===== config.mk =====
export PLATFORM = sky130hd
export DESIGN_NAME = cnt_run_ctrl
export DESIGN_NICKNAME = d
export VERILOG_FILES = /design/src/rtl/cnt_run_ctrl_pkg.sv /design/src/rtl/cnt_run_ctrl_sat_cnt.sv /design/src/rtl/cnt_run_ctrl.sv
export SDC_FILE = /design/constraint.sdc
export NUM_CORES = 1
export LEC_CHECK = 0
export CAP_MARGIN = 10
export CORE_ASPECT_RATIO = 1.25
export CORE_MARGIN = 8
export CORE_UTILIZATION = 40
export DETAILED_ROUTE_END_ITERATION = 12
export GPL_ROUTABILITY_DRIVEN = 0
export HOLD_SLACK_MARGIN = 0.12
export PLACE_DENSITY = 0.63
export SLEW_MARGIN = 20
export SYNTH_ARGS = -nofsm -noshare
export SYNTH_HDL_FRONTEND = slang
export SYNTH_HIERARCHICAL = 1
export SYNTH_SLANG_ARGS = --single-unit

===== constraint.sdc =====
create_clock -name clk -period 3.9 [get_ports clk]
set_clock_uncertainty 0.05 [all_clocks]
set_input_delay 0.585 -clock clk [delete_from_list [all_inputs] [get_ports clk]]
set_output_delay 0.585 -clock clk [all_outputs]
set_load 0.005 [all_outputs]

===== src/rtl/cnt_run_ctrl_pkg.sv =====
// Shared types and widths for the counter run controller.
// No logic here; latency and backpressure do not apply.
package cnt_run_ctrl_pkg;

    localparam int RUNS_W = 8;
    localparam int LAT_W  = 16;

    localparam logic [LAT_W-1:0] LAT_MAX = {LAT_W{1'b1}};

    typedef enum logic [1:0] {
        ST_IDLE   = 2'd0,
        ST_RUN    = 2'd1,
        ST_GAP    = 2'd2,
        ST_FINISH = 2'd3
    } state_e;

endpackage


===== src/rtl/cnt_run_ctrl_sat_cnt.sv =====
// Saturating up-counter with synchronous clear (clear wins over enable); result visible 1 cycle later.
// No backpressure: counts whenever enabled, holds at all-ones.
module cnt_run_ctrl_sat_cnt #(
    parameter int W = 16
) (
    input  logic         clk,
    input  logic         rst_n,
    input  logic         clr,
    input  logic         en,
    output logic [W-1:0] cnt_o
);

    logic [W-1:0] cnt_q;
    logic [W-1:0] cnt_d;

    always_comb begin
        cnt_d = cnt_q;
        if (clr) begin
            cnt_d = '0;
        end else if (en && (cnt_q != {W{1'b1}})) begin
            cnt_d = cnt_q + 1'b1;
        end
    end

    always_ff @(posedge clk or negedge rst_n) begin
        if (!rst_n) begin
            cnt_q <= '0;
        end else begin
            cnt_q <= cnt_d;
        end
    end

    assign cnt_o = cnt_q;

endmodule


===== src/rtl/cnt_run_ctrl.sv =====
// Drives counter enable, measures per-run latency and guards runs with a timeout; all outputs registered, 1-cycle response.
// No backpressure: i_start is dropped unless IDLE, i_abort always wins.
module cnt_run_ctrl
    import cnt_run_ctrl_pkg::*;
#(
    parameter int TIMEOUT_CYC = 1000,
    parameter int GAP_CYC     = 2
) (
    input  logic              clk,
    input  logic              rst_n,
    input  logic              i_start,
    input  logic [RUNS_W-1:0] i_nb_runs,
    input  logic              i_abort,
    output logic              o_en_cnt,
    input  logic              i_cnt_done,
    output logic              o_busy,
    output logic              o_done,
    output logic              o_err_timeout,
    output logic [RUNS_W-1:0] o_runs_done,
    output logic [LAT_W-1:0]  o_last_latency
);

    localparam logic [LAT_W-1:0] TIMEOUT_V  = LAT_W'(TIMEOUT_CYC);
    localparam logic [LAT_W-1:0] GAP_LAST_V = LAT_W'(GAP_CYC - 1);

    state_e            state_q, state_d;
    logic [RUNS_W-1:0] nb_runs_q, nb_runs_d;
    logic [RUNS_W-1:0] runs_done_q, runs_done_d;
    logic [RUNS_W-1:0] runs_inc;
    logic [LAT_W-1:0]  last_lat_q, last_lat_d;
    logic              err_q, err_d;
    logic              en_q, en_d;
    logic              busy_q, busy_d;
    logic              done_q, done_d;

    logic              lat_en, gap_en;
    logic [LAT_W-1:0]  lat_cnt, lat_inc, gap_cnt;

    // Both counters sit at zero on the first cycle of their state.
    assign lat_en = (state_q == ST_RUN);
    assign gap_en = (state_q == ST_GAP);

    cnt_run_ctrl_sat_cnt #(.W(LAT_W)) u_lat_cnt (
        .clk   (clk),
        .rst_n (rst_n),
        .clr   (!lat_en),
        .en    (lat_en),
        .cnt_o (lat_cnt)
    );

    cnt_run_ctrl_sat_cnt #(.W(LAT_W)) u_gap_cnt (
        .clk   (clk),
        .rst_n (rst_n),
        .clr   (!gap_en),
        .en    (gap_en),
        .cnt_o (gap_cnt)
    );

    // Latency including the current RUN cycle.
    assign lat_inc = (lat_cnt == LAT_MAX) ? LAT_MAX : lat_cnt + 1'b1;

    always_comb begin
        state_d     = state_q;
        nb_runs_d   = nb_runs_q;
        runs_done_d = runs_done_q;
        last_lat_d  = last_lat_q;
        err_d       = err_q;
        runs_inc    = runs_done_q + 1'b1;

        if (i_abort) begin
            state_d = ST_IDLE;
        end else begin
            case (state_q)
                ST_IDLE: begin
                    if (i_start) begin
                        nb_runs_d   = i_nb_runs;
                        runs_done_d = '0;
                        err_d       = 1'b0;
                        state_d     = (i_nb_runs == '0) ? ST_FINISH : ST_RUN;
                    end
                end
                ST_RUN: begin
                    if (i_cnt_done) begin
                        last_lat_d  = lat_inc;
                        runs_done_d = runs_inc;
                        state_d     = (runs_inc == nb_runs_q) ? ST_FINISH : ST_GAP;
                    end else if (lat_inc == TIMEOUT_V) begin
                        err_d   = 1'b1;
                        state_d = ST_FINISH;
                    end
                end
                ST_GAP: begin
                    if (gap_cnt == GAP_LAST_V) begin
                        state_d = ST_RUN;
                    end
                end
                ST_FINISH: begin
                    state_d = ST_IDLE;
                end
                default: begin
                    state_d = ST_IDLE;
                end
            endcase
        end

        en_d   = (state_d == ST_RUN);
        busy_d = (state_d != ST_IDLE);
        done_d = (state_d == ST_FINISH);
    end

    always_ff @(posedge clk or negedge rst_n) begin
        if (!rst_n) begin
            state_q     <= ST_IDLE;
            nb_runs_q   <= '0;
            runs_done_q <= '0;
            last_lat_q  <= '0;
            err_q       <= 1'b0;
            en_q        <= 1'b0;
            busy_q      <= 1'b0;
            done_q      <= 1'b0;
        end else begin
            state_q     <= state_d;
            nb_runs_q   <= nb_runs_d;
            runs_done_q <= runs_done_d;
            last_lat_q  <= last_lat_d;
            err_q       <= err_d;
            en_q        <= en_d;
            busy_q      <= busy_d;
            done_q      <= done_d;
        end
    end

    assign o_en_cnt       = en_q;
    assign o_busy         = busy_q;
    assign o_done         = done_q;
    assign o_err_timeout  = err_q;
    assign o_runs_done    = runs_done_q;
    assign o_last_latency = last_lat_q;

endmodule


After elaboration in Yosys (flattened, before gate mapping)
Index checks and enable logic that the tools add are counted.
- register bits after elaboration: 70
- bits of input ports: 13
- output and inout bits: 28
- logic and storage cells: 61
- $add $sub $neg: 3
- eq/ne operators: 17
- muxes and demuxes: 20
- bitwise operators: 1
- reductions and logical operators: 10
- operators with widths (operator ; count):
    two-way mux 16 bit ; 5
    adder 16 x 1 -> 16 bit, second input constant ; 2
    != test 16 bit, second input constant ; 2
    equality test 16 x 1 -> 1 bit, second input constant ; 1
    equality test 16 x 10 -> 1 bit, second input constant ; 1
    equality test 16 bit, second input constant ; 1
    two-way mux 8 bit ; 2
    case mux 8 bit (2 select lines) ; 1
    two-way mux 2 bit ; 6
    != test 2 bit, second input constant ; 6
    adder 8 x 1 -> 8 bit, second input constant ; 1
    equality test 8 bit ; 1
    logical NOT 8 bit ; 1
    case mux 2 bit (4 select lines) ; 1
    equality test 2 bit, second input constant ; 3
    AND reduction 3 bit ; 2
    AND reduction 5 bit ; 1
    equality test 2 x 1 -> 1 bit, second input constant ; 2
    two-way mux 1 bit ; 4
    AND reduction 4 bit ; 1
    nonzero test 2 bit ; 2
    logical AND 1 bit ; 2
    logical NOT 2 bit ; 1
    case mux 1 bit (2 select lines) ; 1
    NOT 1 bit ; 1

Logic depth before layout (Yosys ltp)
Gate-level depths: netlist (run 1).
- depth in word-level cells: 8
- gate-level depth with buffers: 8
- depth with buffers taken out: 8

By module
The synthesis (run 1) kept the hierarchy.
- modules (own cells, without submodules) (module ; times used ; cells an instance ; area an instance (µm²) ; seq. area each (µm²)):
    cnt_run_ctrl ; 1 ; 251 ; 2269.7 ; 950.9
    cnt_run_ctrl_sat_cnt ; 2 ; 98 ; 942.2 ; 400.4

Worst setup path before layout (run 1)
Ideal clock, no wire load.
- path type: reg2reg
- start point: reg u_lat_cnt.cnt_q[2], in the netlist u_lat_cnt/cnt_o[2]
- end point: reg err_q, in the netlist o_err_timeout
- setup time: 0.078 ns
- arrival: 2.151 ns
- data required time: 3.772 ns
- slack: 1.622 ns
- stages on the path, launching flop included: 8
- path buffers: 1
- clock period less this slack: 2.278 ns
- cells stage by stage: dfrtp_1 clkbuf_2 nand3_1 nor4_1 xnor2_1 o211ai_2 or4_1 a21oi_1
- word-level cells in the longest chain between the ends: 5
- elaborated cells between the ends (all ways): 6
- those cells by class: add/sub: 1; eq/ne: 3; mux: 1; reduce/logical: 1
- ends and longest elaborated chain (what ; line ; source):
    start, declared ; cnt_run_ctrl_sat_cnt.sv:13 ; logic [W-1:0] cnt_q;
    start signal, assigned ; cnt_run_ctrl_sat_cnt.sv:29 ; cnt_q <= cnt_d;
    adder 16 x 1 -> 16 bit or equality test 16 bit (tied branches) ; cnt_run_ctrl.sv:60 ; assign lat_inc = (lat_cnt == LAT_MAX) ? LAT_MAX : lat_cnt + 1'b1;
    two-way mux 16 bit * ; cnt_run_ctrl.sv:60 ;
    equality test 16 x 10 -> 1 bit * ; cnt_run_ctrl.sv:87 ; end else if (lat_inc == TIMEOUT_V) begin
    != test 2 bit (no source line) * ; -- ;
    AND reduction 5 bit (no source line) * ; -- ;
    end signal, assigned ; cnt_run_ctrl.sv:126 ; err_q <= err_d;
    end, declared ; cnt_run_ctrl.sv:31 ; logic err_q, err_d;
Mark *: on every way between the ends. The rest lies on a longest branch, timed or not.
A chain may end at the register's enable or synchronous reset.

Worst setup path in the final report (run 1)
- start point: reg u_lat_cnt.cnt_q[0], in the netlist u_lat_cnt/cnt_o[0]
- end point: reg last_lat_q[5], in the netlist o_last_latency[5]
- word-level cells in the longest chain between the ends: 2
- elaborated cells between the ends (all ways): 3
- those cells by class: add/sub: 1; eq/ne: 1; mux: 1
- ends and longest elaborated chain (what ; line ; source):
    adder 16 x 1 -> 16 bit or equality test 16 bit (tied branches) ; cnt_run_ctrl.sv:60 ;
    two-way mux 16 bit * ; cnt_run_ctrl.sv:60 ;
    end signal, assigned ; cnt_run_ctrl.sv:125 ; last_lat_q <= last_lat_d;
    end, declared ; cnt_run_ctrl.sv:30 ; logic [LAT_W-1:0] last_lat_q, last_lat_d;
Marks and branches as above.

==> impl_results.md, run 1 <==
- Status: finished, final reports clean
- Final setup violation count: 0
- Net count after synthesis: 464
- Req. time, crit path: 4.11 ns
- Clock slew at the register clock pins of the worst setup and hold paths: 0.06 ns
- Most frequent cells in the layout: dfrtp_1, nor2_1, clkdlybuf4s50_1
- Leakage: 0.00192 uW
- Stage delay of the slowest cell on the critical path: 0.60 ns
- DR WL/cell: 16.3 um
- Placeable core region: 10100 um2
- Flip-flop and latch count after synthesis: 70
- CP cell instances: ha_1 -> nand4_1 -> or2_2 -> nor3_1 -> nor2_1 -> a21oi_1
- Fin nets: 500
- I/O Buffers: 40
- Insertion delay to the later sink of the worst-skew pair: 0.33 ns
- Clock tree from TritonCTS: built
- EDFF count, synth: 0
- Initial core utilization: 41.1%
- Reg-to-reg setup timing slack: 1.20 ns
- Remaining design rule violation count: 0
- Total Power: 2010 uW
- Fraction of synthesized cell area taken by the top area cell type: 42.2%
- Transition time at the pin with the least slew margin: 1.03 ns
- Nature of the critical path endpoint: register
- Total Wirelength: 10.0 mm
- Sum of negative setup slack: 0 ns
- Clock tree buffer depth: 2
- Maxcap violations: 0
- Clock tree root buffer cell: clkbuf_16
- Overall die area: 13900 um2
- Number of setup buffers added after CTS: 0
- Total grt overflow: 0
- Launching element type of the critical path: register
- Sinks on the clock net: 70
- First-pass GRT wire length: 17.2 mm
- Synth Flop Type: dfrtp_1
- Chip height: 130 um
- Worst slew slack as a fraction of its limit: 30.9%
- Number of buffers added by the clock tree synthesis step: 9
- Cell taking the most area after synthesis: dfrtp_1
- Antenna violations before repair: 0
- Leading cell type in the layout, fill and taps excluded: dfrtp_1
- Synth-to-Final Area Change: 19.7%
- Pin count of the biggest net entering global routing: 48
- Maximum vdd drop: 0.000151 V
- Total routing resource utilization after global routing: 15.3%
- Number of hold-slack violations in the final timing report: 0
- Chip width: 107 um
- Largest driver fanout on the critical path: 14
- Yosys synthesis warning count: 6
- Synth Cell Area: 4150 um2
- Path category of the worst min-delay check: in -> async
- Share of post-route cells with drive strength above 1: 12.1%
- Final worst path period share: 69.3%
- Layout fillers: 954
- Total power per unit cell area: 405 nW/um2
- Share of synthesized registers carrying an async set or reset: 100%
- CP startpoint: u_lat_cnt/cnt_o[0]
- Number of global-route vias before repair: 3566
- Type of the worst setup path: reg -> reg
- Peak Freq: 0.370 GHz
- Setup repair after global routing missed its margin: false
- First-pass DRT Iterations: 4
- Cell count after synthesis: 447
- Startpoint of the most critical register-to-register path: u_lat_cnt/cnt_o[0]
- Final antenna-violating net count: 0
- Number of pins with negative max-slew slack in the final report: 0
- Inserted Diodes: 0
- Vias post-DR: 3593
- PostCTS Resize Cnt: 0
- Crit path DAT: 2.91 ns
- Number of violations reported at the end of detailed-routing iteration 0: 221
- Placement Rows: 41
- Number of placed I/O pins: 41
- Average vias per placed instance: 5.82
- Minimum clock period after layout: 2.70 ns
- DPL Wire Length: 7.09 mm
- Number of distinct library cells after synthesis: 59
- Crit path max-delay cell type: dfrtp_1
- Sequential-to-total area share from yosys stat: 42.2%
- CTS HTree Levels: 3
- CTS hold repair buffers: 0
- Avg Cell Area, Syn: 9.29 um2
- Leading cell types by total area after synthesis: dfrtp_1, a21oi_1, xnor2_1, nor2_1, nand2_1
final timing paths:
kind,to,cells after the start
min,nb_runs_q[3],1
min reg2reg,o_last_latency[1],2
max,o_last_latency[5],6
max reg2reg,o_last_latency[5],6
max in group asynchronous,o_runs_done[3],2
min in group clk,o_last_latency[1],2
worst max-delay path, delay by kind of cell, from the launching register on:
kind / cells / cell delay (ns)
adder cells (fa/ha/maj): 1 / 0.32
flip-flops: 1 / 0.60
AND/OR/NAND/NOR: 4 / 1.45
AO/OA/AOI/OAI: 1 / 0.19
final cells by class:
| class | instances | area, um2 | share of cell area, % |
|---|---|---|---|
| inverter | 15 | 56.3 | 1.13 |
| clock buffer | 11 | 253 | 5.08 |
| clock inverter | 5 | 81.3 | 1.64 |
| multi-input combinational | 343 | 2240 | 45.1 |
| tap | 129 | 161 | 3.25 |
| timing repair buffer | 44 | 428 | 8.61 |
| sequential | 70 | 1750 | 35.2 |
state kept, by name, indices dropped and copies added, names as in the netlist:
register         flops
o_err_timeout        1
o_done               1
o_busy               1
o_last_latency      16
nb_runs_q            8
state_q              2
u_gap_cnt/cnt_o     16
o_en_cnt             1
u_lat_cnt/cnt_o     16
o_runs_done          8
cell families (layout without fill, tap and decap cells):
logic type	after synthesis	count (layout)	share of synthesized area, %
AND/OR/NAND/NOR	203	203	28.2
flip-flops	70	70	42.2
adder cells (fa/ha/maj)	4	4	1.20
AO/OA/AOI/OAI	95	95	14.7
XOR/XNOR	21	21	4.43
multiplexers	20	20	5.30
buffers and inverters	34	75	4.04
cell usage after synthesis, types with 2 or more instances:
cell,instances
dfrtp_1,70
nor2_1,39
nand2_1,36
a21oi_1,33
nand4_1,21
o21ai_0,20
nand3_1,17
nor4_1,17
o31ai_1,17
xnor2_1,17
inv_1,14
clkbuf_1,11
or4_1,11
nor2b_1,9
mux2_1,8
mux2_2,8
nor3_1,8
o21ai_1,7
and3_1,6
or3_1,5
and4_2,4
buf_6,4
ha_1,4
mux2i_1,4
nand2b_1,4
or4_2,4
xor2_1,4
nand3b_1,3
o211ai_2,3
a211oi_2,2
a21o_1,2
and2b_2,2
buf_4,2
nand4_2,2
nor4_4,2
o22a_1,2
or2_2,2
or3_2,2
where the power goes:
part | internal [uW] | switching (uW)
clock network | 594 | 309
registers | 786 | 45.9
logic | 147 | 130
total | 1530 | 486
stage by stage:
stage | util, % | hold slack (ns) | worst slack [ns] | cell area, um2 | instances
after global placement | 45.9 | 0.403 | 1.27 | 4630 | 601
after floorplan | - | 0.239 | 1.62 | 4150 | 447
after CTS | 49.2 | 0.418 | 1.19 | 4970 | 617
after global routing | 49.2 | 0.277 | 0.905 | 4970 | 617
final | 49.2 | 0.216 | 1.20 | 4970 | 617
after detailed placement | 45.9 | 0.405 | 1.20 | 4630 | 601
metal layers:
metal / track usage (%) / up-vias / share of wire, %
li1: - / 1741 / -
met1: 17.6 / 1751 / 43
met2: 26.3 / 86 / 51
met3: 3.65 / 15 / 4.1
met4: 6.64 / 0 / 1.9
met5: 0 / - / 0
No activity file was read; power rests on OpenSTA's default activity.
==> run 2: changes to the inputs <==
--- a/config.mk
+++ b/config.mk
@@ -12,7 +12,7 @@
 export DETAILED_ROUTE_END_ITERATION = 12
 export GPL_ROUTABILITY_DRIVEN = 0
 export HOLD_SLACK_MARGIN = 0.12
-export PLACE_DENSITY = 0.63
+export PLACE_DENSITY = 0.66
 export SLEW_MARGIN = 20
 export SYNTH_ARGS = -nofsm -noshare
 export SYNTH_HDL_FRONTEND = slang
==> constraint.sdc (replaced) <==
create_clock -name clk -period 2.3 [get_ports clk]
set_clock_uncertainty 0.05 [all_clocks]
set_input_delay 0.345 -clock clk [delete_from_list [all_inputs] [get_ports clk]]
set_output_delay 0.345 -clock clk [all_outputs]
set_load 0.005 [all_outputs]
==> impl_results.md, run 2 (synthesis gave the netlist of run 1 again) <==
- Clock tree buffer depth: 2
- Nature of the critical path endpoint: register
- Most frequent cells in the layout: dfrtp_1, nor2_1, clkdlybuf4s50_1
- Inserted Diodes: 0
- Peak Freq: 0.452 GHz
- Number of global-route vias before repair: 3718
- Cell area after placement: 4890 um2
- Core Util, Final: 52.3%
- Clock tree root buffer cell: clkbuf_16
- Number of placed I/O pins: 41
- Placeable core region: 10100 um2
- Total Power: 3490 uW
- Number of pins with negative max-slew slack in the final report: 0
- Non-Filler Cell Area, Final: 5290 um2
- Number of buffers added by the clock tree synthesis step: 9
- Synth-to-Final Area Change: 27.3%
- Largest driver fanout on the critical path: 13
- First-pass GRT wire length: 17.5 mm
- Clock slew at the register clock pins of the worst setup and hold paths: 0.06 ns
- Chip height: 130 um
- Share of post-route cells with drive strength above 1: 18.7%
- DPL Wire Length: 7.46 mm
- Number of violations reported at the end of detailed-routing iteration 0: 295
- Setup repair after global routing missed its margin: true
- Fin nets: 535
- Average vias per placed instance: 5.76
- Placement Rows: 41
- Leading cell type in the layout, fill and taps excluded: dfrtp_1
- Clock tree from TritonCTS: built
- Total Wirelength: 10.3 mm
- Vias post-DR: 3754
- Minimum clock period after layout: 2.21 ns
- Pin count of the biggest net entering global routing: 29
- Final worst path period share: 96.2%
- Reg2reg path depth: 7
- Status: finished, final reports clean
- I/O Buffers: 40
- Storage element area: 1750 um2
- Remaining design rule violation count: 0
- Maximum vdd drop: 0.000291 V
- Total grt overflow: 0
- Launching element type of the critical path: register
- Layout fillers: 935
- First-pass DRT Iterations: 5
- Initial core utilization: 41.1%
- Final setup violation count: 0
- Number of instances on the worst hold path: 2
- Insertion delay to the later sink of the worst-skew pair: 0.33 ns
- Leakage: 0.00210 uW
- Req. time, crit path: 2.51 ns
- Chip width: 107 um
- Maxcap violations: 0
- Crit path DAT: 2.42 ns
- Worst slew slack as a fraction of its limit: 62.1%
- Overall die area: 13900 um2
- Final antenna-violating net count: 0
- Sinks on the clock net: 70
- Type of the worst setup path: reg -> reg
- CTS HTree Levels: 3
- Total power per unit cell area: 661 nW/um2
- Number of hold-slack violations in the final timing report: 0
- Transition time at the pin with the least slew margin: 0.569 ns
- DR WL/cell: 15.7 um
- Multi-input gate area: 2270 um2
- Antenna violations before repair: 0
- Total routing resource utilization after global routing: 15.5%
- Path category of the worst min-delay check: reg -> reg
## run 2: changes by cell type in the layout (fill, tap and decap cells not counted), moves of 2 or more
cell and change:
buf_4 +32, nor4_1 -3, nor4_2 +3, clkbuf_8 -2
## run 2: timing repair
item,CTS,global route
setup buffers,0,1
gates resized for setup,0,5
hold endpoints to repair,22,0
hold buffers,1,0
setup endpoints to repair,0,14
## run 2: layout make-up
type / instances / share of cell area (%)
clock buffers: 9 / 4.26
clock inverters: 7 / 2.32
inverters: 15 / 1.07
multi-input cells: 343 / 42.9
flip-flops and latches: 70 / 33.1
well taps: 129 / 3.05
repair buffers: 79 / 13.3
## run 2: worst paths after layout
| kind | startpoint | end | slack, ns |
|---|---|---|---|
| worst max-delay path | u_lat_cnt/cnt_o[0] | o_err_timeout | 0.09 |
| worst min-delay path | o_last_latency[3] | o_last_latency[3] | 0.42 |
| worst max register to register | u_lat_cnt/cnt_o[0] | o_err_timeout | 0.09 |
| worst min register to register | o_last_latency[3] | o_last_latency[3] | 0.42 |
| max in group asynchronous | rst_n | o_last_latency[11] | 1.01 |
| min in group asynchronous | rst_n | u_gap_cnt/cnt_o[10] | 0.49 |
## run 2: metrics by stage
stage | setup WS, ns | setup TNS, ns | instances | hold WS [ns]
floorplan | 0.0215 | 0 | 447 | -0.000591
global placement | 0.0744 | 0 | 634 | 0.318
detailed placement | 0.0311 | 0 | 634 | 0.319
CTS | 0.0158 | 0 | 651 | 0.421
global route | -0.0201 | -0.0373 | 652 | 0.438
finish | 0.0874 | 0 | 652 | 0.416
## run 2: worst max-delay path: stages, from the launching register on
cell and delay [ns]:
dfrtp_1 0.35, buf_4 0.19, nand2_4 0.08, or3_1 0.37, a221oi_2 0.27, o211ai_2 0.14
or4_1 0.53, a21oi_1 0.15
## run 2: metal layers
layer	global-route usage [%]	wire [um]	up-vias
met5	0	0	-
met4	6.39	208	0
met3	3.70	483	17
li1	-	-	1821
met2	27.3	5360	109
met1	17.4	4210	1807
## run 2: power breakdown
group,internal (uW),leakage [uW],switching (uW)
clock,1060,0.000162,533
combinational,264,0.00100,223
sequential,1330,0.000940,76.7
==> run 3: changes to the inputs <==
--- a/config.mk
+++ b/config.mk
@@ -6,14 +6,13 @@
 export NUM_CORES = 1
 export LEC_CHECK = 0
 export CAP_MARGIN = 10
-export CORE_ASPECT_RATIO = 1.25
+export CORE_ASPECT_RATIO = 1.1
 export CORE_MARGIN = 8
 export CORE_UTILIZATION = 40
 export DETAILED_ROUTE_END_ITERATION = 12
 export GPL_ROUTABILITY_DRIVEN = 0
 export HOLD_SLACK_MARGIN = 0.12
 export PLACE_DENSITY = 0.66
-export SLEW_MARGIN = 20
 export SYNTH_ARGS = -nofsm -noshare
 export SYNTH_HDL_FRONTEND = slang
 export SYNTH_HIERARCHICAL = 1
==> impl_results.md, run 3 (synthesis gave the netlist of run 1 again) <==
- Status: finished, final reports clean
- Synth-to-Final Area Change: 26.3%
- Clock slew at the register clock pins of the worst setup and hold paths: 0.05 ns
- I/O Buffers: 40
- Placeable core region: 10200 um2
- Leading cell type in the layout, fill and taps excluded: dfrtp_1
- Clock tree buffer depth: 2
- CP cell instances: buf_4 -> nand4_1 -> nor4_2 -> buf_4 -> xnor2_1 -> o211ai_2 -> or4_1 -> a21oi_1
- Buffers & Inverters on Critical Path: 2
- DR WL/cell: 16.2 um
- Total power per unit cell area: 613 nW/um2
- Vias post-DR: 3743
- Type of the worst setup path: reg -> reg
- Sinks on the clock net: 70
- CTS HTree Levels: 3
- Antenna violations before repair: 0
- DPL Wire Length: 7.42 mm
- Number of global-route vias before repair: 3680
- Chip height: 123 um
- Peak Freq: 0.444 GHz
- Launching element type of the critical path: register
- First-pass GRT wire length: 17.6 mm
- Transition time at the pin with the least slew margin: 0.782 ns
- Pin count of the biggest net entering global routing: 35
- Largest driver fanout on the critical path: 13
- Total grt overflow: 0
- Crit path DAT: 2.46 ns
- Crit path max-delay cell type: or4_1
- Core Util, Final: 51.2%
- Req. time, crit path: 2.51 ns
- Clock tree from TritonCTS: built
- Placement Rows: 39
- Most frequent cells in the layout: dfrtp_1, buf_4, nor2_1, clkdlybuf4s50_1, nand2_1
- Chip width: 113 um
- Share of post-route cells with drive strength above 1: 18.2%
- Leakage: 0.00210 uW
- Clock tree root buffer cell: clkbuf_16
- Overall die area: 13900 um2
- Total routing resource utilization after global routing: 15.5%
- Sum of negative setup slack: 0 ns
- Maximum vdd drop: 0.000291 V
- Number of hold-slack violations in the final timing report: 0
- Total Wirelength: 10.6 mm
- Inserted Diodes: 0
- Average vias per placed instance: 5.75
- Nature of the critical path endpoint: register
- Insertion delay to the later sink of the worst-skew pair: 0.33 ns
- Final antenna-violating net count: 0
- Final setup violation count: 0
- Number of buffers added by the clock tree synthesis step: 9
- Path category of the worst min-delay check: reg -> reg
- First-pass DRT Iterations: 5
- Family with the most delay on the worst path: simple AND/OR/NAND/NOR gates
- Final worst path period share: 97.8%
- Fin nets: 540
- Number of placed I/O pins: 41
- Worst slew slack as a fraction of its limit: 47.9%
- Minimum clock period after layout: 2.25 ns
- Number of violations reported at the end of detailed-routing iteration 0: 246
- Maxcap violations: 0
- Setup repair after global routing missed its margin: true
- Number of pins with negative max-slew slack in the final report: 0
- Most frequent cell on the critical path: buf_4
- Stage delay of the slowest cell on the critical path: 0.53 ns
- Remaining design rule violation count: 0
- Initial core utilization: 40.5%
==> run 3: changes by cell type in the layout (fill, tap and decap cells not counted), sizes merged <==
| cell | before | now |
|---|---|---|
| buf | 39 | 43 |
| bufinv | 3 | 0 |
| clkbuf | 9 | 16 |
| clkinv | 2 | 0 |
| inv | 15 | 14 |
==> run 3: worst register-to-register path, cell delays in order (launching register included) <==
cell      delay, ns
dfrtp_1        0.35
buf_4          0.21
nand4_1        0.13
nor4_2         0.29
buf_4          0.18
xnor2_1        0.13
o211ai_2       0.15
or4_1          0.53
a21oi_1        0.15
==> run 3: path summary, 6_finish.rpt <==
path                               startpoint                  to  slack (ns)  cells after the start
max in group asynchronous               rst_n  u_lat_cnt/cnt_o[7]        0.96                      3
setup reg to reg           u_lat_cnt/cnt_o[0]       o_err_timeout        0.05                      8
setup / recovery           u_lat_cnt/cnt_o[0]       o_err_timeout        0.05                      8
hold reg to reg             o_last_latency[1]   o_last_latency[1]        0.41                      2
min in group asynchronous               rst_n              o_done        0.58                      2
hold / removal              o_last_latency[1]   o_last_latency[1]        0.41                      2
==> run 3: layout make-up <==
| type | instances | area [um2] |
|---|---|---|
| fillers | 934 | 5000 |
| multi-input cells | 343 | 2250 |
| flip-flops and latches | 70 | 1750 |
| repair buffers | 83 | 746 |
| clock buffers | 16 | 282 |
| well taps | 123 | 154 |
| inverters | 15 | 60.1 |
| repair inverters | 1 | 5.00 |
==> run 3: metal layers <==
layer  GRT usage (%)  vias up  wire length, um
met3            2.66       19              561
met4            7.67        0              206
li1                -     1819                -
met1            18.7     1797             4560
met5               0        -                0
met2            26.3      108             5240
==> run 3: metrics by stage <==
| step | std cells | setup WS [ns] | total power, uW | hold WS, ns | area [um2] |
|---|---|---|---|---|---|
| 2_1_floorplan | 447 | 0.0215 | 1680 | -0.000591 | 4150 |
| 3_3_place_gp | 632 | 0.0758 | 1910 | 0.404 | 4920 |
| 3_5_place_dp | 632 | 0.0282 | 1930 | 0.405 | 4920 |
| 5_1_grt | 651 | -0.0941 | 3360 | 0.461 | 5250 |
| 4_1_cts | 649 | 0.0131 | 3240 | 0.417 | 5220 |
| 6_report | 651 | 0.0500 | 3220 | 0.411 | 5250 |
==> run 3: repair_timing <==
item | in CTS | in global routing
setup buffers | 0 | 1
hold buffers | 1 | 0
setup endpoints to repair | 0 | 10
endpoints found under the hold margin | 31 | 0
gates resized for setup | 0 | 3
==> run 3: power breakdown <==
group	internal, uW	switching, uW
registers	1330	77.7
logic	266	226
clock network	820	493
